**src/rtl/mem_datos_param.sv**
```systemverilog
// rtl/mem_datos_param.sv - word-addressed data memory with byte enables, registered read and range check
// Read-first on same-address read/write; out-of-range accesses raise a pulse and a sticky flag.
module mem_datos_param #(
  parameter int                 DATA_W      = 32,
  parameter int                 DEPTH       = 16,
  parameter logic [31:0]        BASE_ADDR   = 32'h10000000,
  parameter logic [DATA_W-1:0]  DEFAULT_VAL = 'h20,
  parameter bit                 RESET_INIT  = 1'b1
) (
  input  logic                clk,
  input  logic                rst,
  input  logic                Mem_rd,
  input  logic                Mem_wr,
  input  logic [DATA_W/8-1:0] Byte_en,
  input  logic [31:0]         Dir_Mem,
  input  logic [DATA_W-1:0]   Dato_Mem_in,
  output logic [DATA_W-1:0]   Dato_Mem_out,
  output logic                Rd_valid,
  output logic                Addr_err,
  output logic                Err_sticky,
  input  logic                Err_clr
);

  localparam int NB = DATA_W / 8;
  localparam int AW = $clog2(DEPTH);

  function automatic logic [DATA_W-1:0] init_word(input int i);
    if (!RESET_INIT) return '0;
    case (i)
      0:       return DATA_W'(8'h10);
      1:       return DATA_W'(8'h08);
      2:       return DATA_W'(8'h0D);
      3:       return DATA_W'(8'h02);
      default: return '0;
    endcase
  endfunction

  logic [DATA_W-1:0] mem_q [DEPTH];
  logic [DATA_W-1:0] dout_q;
  logic              rd_valid_q;
  logic              addr_err_q;
  logic              sticky_q;

  logic [32:0]       off_d;
  logic [AW-1:0]     idx_d;
  logic              in_range_d;
  logic              acc_rd_d;
  logic              acc_wr_d;
  logic              err_d;
  logic [DATA_W-1:0] wr_word_d;

  // 33-bit difference: bit 32 set means Dir_Mem < BASE_ADDR, so no wrap near 32'hFFFFFFFF.
  always_comb begin
    off_d      = {1'b0, Dir_Mem} - {1'b0, BASE_ADDR};
    in_range_d = (Dir_Mem >= BASE_ADDR) && (off_d < 33'(DEPTH));
    idx_d      = off_d[AW-1:0];
    acc_rd_d   = !Mem_rd;
    acc_wr_d   = !Mem_wr && (|Byte_en);
    err_d      = !in_range_d && (acc_rd_d || acc_wr_d);
    wr_word_d  = mem_q[idx_d];
    for (int b = 0; b < NB; b++) begin
      if (Byte_en[b]) wr_word_d[8*b +: 8] = Dato_Mem_in[8*b +: 8];
    end
  end

  always_ff @(posedge clk or posedge rst) begin
    if (rst) begin
      dout_q     <= '0;
      rd_valid_q <= 1'b0;
      addr_err_q <= 1'b0;
      sticky_q   <= 1'b0;
      for (int i = 0; i < DEPTH; i++) mem_q[i] <= init_word(i);
    end else begin
      rd_valid_q <= acc_rd_d;
      addr_err_q <= err_d;
      if (acc_rd_d) dout_q <= in_range_d ? mem_q[idx_d] : DEFAULT_VAL;
      if (err_d)        sticky_q <= 1'b1;
      else if (Err_clr) sticky_q <= 1'b0;
      if (acc_wr_d && in_range_d) mem_q[idx_d] <= wr_word_d;
    end
  end

  assign Dato_Mem_out = dout_q;
  assign Rd_valid     = rd_valid_q;
  assign Addr_err     = addr_err_q;
  assign Err_sticky   = sticky_q;

endmodule

```
**config.mk**
```make
export PLATFORM = sky130hd
export DESIGN_NAME = mem_datos_param
export DESIGN_NICKNAME = d
export VERILOG_FILES = /design/src/rtl/mem_datos_param.sv
export SDC_FILE = /design/constraint.sdc
export NUM_CORES = 1
export LEC_CHECK = 0
export BUFFER_PORTS_ARGS = -buffer_cell sky130_fd_sc_hd__buf_2
export CORE_MARGIN = 8
export CORE_UTILIZATION = 57
export DETAILED_ROUTE_END_ITERATION = 16
export MAX_ROUTING_LAYER = met4
export PLACE_DENSITY = 0.82
export SKIP_CTS_REPAIR_TIMING = 1
export SYNTH_ARGS = -nofsm -noshare
export SYNTH_HDL_FRONTEND = slang
export SYNTH_SLANG_ARGS = --single-unit
```
**constraint.sdc**
```tcl
create_clock -name clk -period 18.7 [get_ports clk]
set_clock_uncertainty 0.05 [all_clocks]
set_input_delay 0.935 -clock clk [delete_from_list [all_inputs] [get_ports clk]]
set_output_delay 0.935 -clock clk [all_outputs]
set_load 0.05 [all_outputs]
```
### Word-level counts from Yosys, hierarchy flattened

Cells that the tools add are included.

| cells by class | value |
|---|---|
| add/sub/neg operators | 1 |
| $mul | 0 |
| div/mod/pow operators | 0 |
| magnitude comparators | 4 |
| eq/ne operators | 0 |
| shift operators | 0 |
| muxes and demuxes | 13 |
| bitwise logic cells | 1 |
| reduce and logical (&&, ||, !) cells | 11 |

Operators by type and width:

| cell | number |
|---|---|
| $bwmux W512 | 1 |
| $bmux W32 S4 | 1 |
| $demux W32 S4 | 1 |
| $mux W32 | 4 |
| $lt A33 B5 Y1 const B | 1 |
| $sub A32 B29 Y33 const B | 1 |
| $ge A32 B29 Y1 const B | 1 |
| $mux W8 | 4 |
| $ge A5 B5 Y1 const B | 1 |
| $logic_and A1 B1 Y1 | 5 |
| $lt A5 B1 Y1 const B | 1 |
| $not A4 Y5 | 1 |
| $reduce_or A4 Y1 | 1 |
| $logic_not A1 Y1 | 3 |
| $mux W1 | 2 |
| $reduce_bool A2 Y1 | 1 |
| $logic_or A1 B1 Y1 | 1 |

| storage, ports and cells | value |
|---|---|
| bits in registers | 547 |
| latch bits | 0 |
| memory bits (writable) | 0 |
| ROM bits | 0 |
| input port bits | 73 |
| output and inout port bits | 35 |
| logic and storage cells | 50 |
| memories | 0 |

### Logic depth before layout (Yosys ltp)

| logic depth | value |
|---|---|
| depth after elaboration | 7 |
| mapped depth | 9 |
| depth with buffers taken out | 7 |

### Least setup slack after synthesis

OpenSTA, ideal clock, no wires.

| path | value |
|---|---|
| kind | input -> register |
| start | input Dir_Mem[28] |
| end | register mem_q[386] (netlist bit) |
| setup time | 0.130 ns |
| arrival time | 3.049 ns |
| required time | 18.520 ns |
| path slack | 15.470 ns |
| cell stages on the path | 9 |
| path buffers | 2 |
| path through | inv_1 -> ha_1 -> nor4b_1 -> nand4_1 -> or4_1 -> buf_2 -> nor4_4 -> buf_2 -> a21oi_1 |

| on the way | value |
|---|---|
| longest elaborated chain between the ends | 4 |
| elaborated cells between the ends (all ways) | 5 |
| classes of those cells | 1 x add/sub; 2 x order compare; 2 x reduce/logical |

Ends and longest elaborated chain:

| element | RTL line | source |
|---|---|---|
| from (decl) | 15 | `input logic [31:0] Dir_Mem,` |
| $sub A32 B29 Y33 | 54 | `off_d = {1'b0, Dir_Mem} - {1'b0, BASE_ADDR};` |
| $lt A33 B5 Y1 | 55 | `in_range_d = (Dir_Mem >= BASE_ADDR) && (off_d < 33'(DEPTH));` |
| $logic_and A1 B1 Y1 (*) | 55 |  |
| $logic_and A1 B1 Y1 (*) | 79 | `if (acc_wr_d && in_range_d) mem_q[idx_d] <= wr_word_d;` |
| to (signal, indexed assignment) | 79 |  |
| to (decl) | 38 | `logic [DATA_W-1:0] mem_q [DEPTH];` |

Mark *: on every way between the ends. The rest lies on a longest branch, timed or not.
A chain may end at the register's enable or synchronous reset.

### Worst setup path after layout

| path | value |
|---|---|
| start | input Dir_Mem[28] |
| end | register mem_q[464] (netlist bit) |

The elaborated chain is that of the path after synthesis.

==> out/results.tsv <==
metric	value	unit
result of the run	finished clean	
worst relative slew slack	0.2042	
DP Area	25520	µm²
TNS Setup	0	ns
crit-path max FO	19	
Max Transition Viols Final	0	
H-tree depth	2	
Logic pwr share	0.064	
final std cells w/o fill	2954	
leakage power	0.01248	µW
Max Cap Viol	0	
core area	42790	µm²
Seq cells post-synth	547	
reg2reg setup slack	16.26	ns
DRC viols	0	
count of TritonRoute iterations in the first routing pass	5	
HPWL Detailed	41280	µm
Net Count, Synth	2415	
Iter 0 DRT Violations	2516	
peak supply drop	0.06972	mV
Util after Layout	0.6348	
Clock Latency Late Sink	0.61	ns
fraction of layout cells with a size suffix above 1	0.1595	
Hold WC Path Type	reg2reg	
final instance area	27160	µm²
Starting Density	0.5740	
Critical Path End Type	flop	
Netlist cell types	46	
WL/cell	23.87	µm
Switching Fraction	0.2394	
Syn Area/Cell	10.49	µm²
initial antenna violation count	2	
Req. time, crit path	19.12	ns
Mapped Area	24560	µm²
die area	49990	µm²
PortBufs	107	
Setup CP Type	in2reg	
gr usage total	0.2891	
top_reg_cell synth	dfrtp_1	
most common cell after layout, fill and taps aside	dfrtp_1	
# placed instances	2859	
Die W	223.6	µm
maximum buffer depth of the clock tree	3	
Mapped Cells	2341	
Final Cycle Share	0.2372	
clock-pin slew on the worst setup and hold paths	0.06	ns
RePlAce Congestion	0.8399	
largest net degree at the start of global routing	216	
CTS tree	done	
floorplan row count	76	
asr flop ratio synth	1.000	
via count	19460	
YS warnings	0	
Finish-stage setup viols	0	
power per cell area	87.27	nW/µm²
Tmin final	4.435	ns
Internal	1803	µW
number of fillers in the final layout	3156	
grt total ovfl	0	
number of global-route vias before repair	19810	
RSZ-0062 raised after global routing	no	
clock root buffer	clkbuf_16	
Post-synth EDFFs	0	
Worst setup SP type	input pin	
overall power	2371	µW
global-route wire length before repair	111300	µm
Hold Fails Final Rpt	0	
Layout area overhead	10.60	%
sequential share of power	0.499	
post-synthesis sequential area ratio	0.5576	
Top Ports	108	
highest-count cells in the layout ignoring fill and taps	dfrtp_1, nand2_1, a21oi_1	
Clk network pwr share	0.437	
Slew @ Worst Pin	1.194	ns
CTS Buf Count	54	
detailed-route wire length	70520	µm
die height	223.6	µm
Vias per Instance	6.586	
CP Data Arrival Time	4.85	ns
Final #Nets	2443	
antenna viol nets, final	0	
CTS sink cnt	547	
fmax	225.5	MHz
P_sw	567.5	µW
[path summary, 6_finish.rpt]
check	from	endpoint	cells past startpoint
setup / recovery	Dir_Mem[28]	mem_q[464]$_DFFE_PP0P_	9
hold / removal	mem_q[65]$_DFFE_PP0P_	mem_q[65]$_DFFE_PP0P_	2
setup reg to reg	mem_q[38]$_DFFE_PP0P_	mem_q[230]$_DFFE_PP0P_	5
hold reg to reg	mem_q[65]$_DFFE_PP0P_	mem_q[65]$_DFFE_PP0P_	2
max in group asynchronous	rst	mem_q[17]$_DFFE_PP0P_	4
min in group asynchronous	rst	Err_sticky$_DFFE_PP0P_	2
[stage by stage]
stage,worst slack (ns),hold slack [ns]
4_1_cts,14.33,0.4277
2_1_floorplan,2.433,0.3922
3_3_place_gp,13.90,0.4041
3_5_place_dp,13.74,0.4148
6_report,14.26,0.4254
5_1_grt,14.13,0.4424
[power groups by stage]
stage,Sequential [µW],Combinational [µW],Clock (µW)
final,1180,151,1040
after global routing,1180,161,1090
after floorplan,1210,93.8,0
after global placement,1210,144,0
after detailed placement,1210,147,0
after CTS,1180,148,1040
[cells in the mapped netlist (7+ instances only)]
master	instances	area [µm²]
nand4_1	11	68.82
o22ai_1	7	43.79
mux4_2	64	1441
a22oi_1	26	195.2
buf_2	44	220.2
nand2b_1	11	68.82
nor2_1	273	1025
mux2_2	66	743.2
o22a_1	26	227.7
clkbuf_1	116	435.4
a211oi_1	10	75.07
o31ai_1	26	195.2
nor4_1	14	87.58
a32oi_1	26	227.7
o21ai_0	261	1306
nand2_1	301	1130
o21a_1	32	240.2
buf_1	13	48.80
a21oi_1	281	1406
and2_1	24	150.1
dfrtp_1	541	13540
nor2b_1	12	75.07
mux2i_1	84	840.8
nor4b_1	11	96.34
[routing by layer]
| metal | GRT usage | vias up | share of wire |
|---|---|---|---|
| met5 | - | - | 0 |
| met3 | 0.05611 | 258 | 0.10 |
| met2 | 0.4548 | 1133 | 0.47 |
| met1 | 0.3667 | 9697 | 0.38 |
| met4 | 0.1240 | 0 | 0.045 |
| li1 | - | 8367 | - |
[worst max-delay path: stages]
cell and delay, ns:
buf_2 0.10, inv_1 0.05, ha_1 0.29, nor4b_1 0.28
nand4_1 0.66, or4_1 1.02, nor4_4 0.93, buf_4 0.43
a21oi_1 0.14
[sequential cells by signal, indices dropped and copies added (netlist names)]
signal / count
Err_sticky: 1
Addr_err: 1
Dato_Mem_out: 32
Rd_valid: 1
mem_q: 512
[kinds of logic after synthesis]
group / count (synthesis) / share of synthesized area
multiplexers: 214 / 0.1232
XOR/XNOR: 3 / 0.001070
AND/OR/NAND/NOR: 693 / 0.1250
AO/OA/AOI/OAI: 704 / 0.1631
buffers and inverters: 179 / 0.02960
flip-flops: 547 / 0.5576
adder cells (fa/ha/maj): 1 / 0.0005093
[cell type report]
type,count,area [µm²],share of cell area
Antenna cell,1,2.502,0.00009212
Clock buffer,86,1595,0.05873
Clock inverter,8,48.80,0.001796
Inverter,6,30.03,0.001105
Multi-Input combinational cell,1615,10250,0.3774
Sequential cell,547,13700,0.5042
Tap cell,546,683.2,0.02515
Timing Repair Buffer,145,858.3,0.03160
Power figures use the tool's default switching activity.
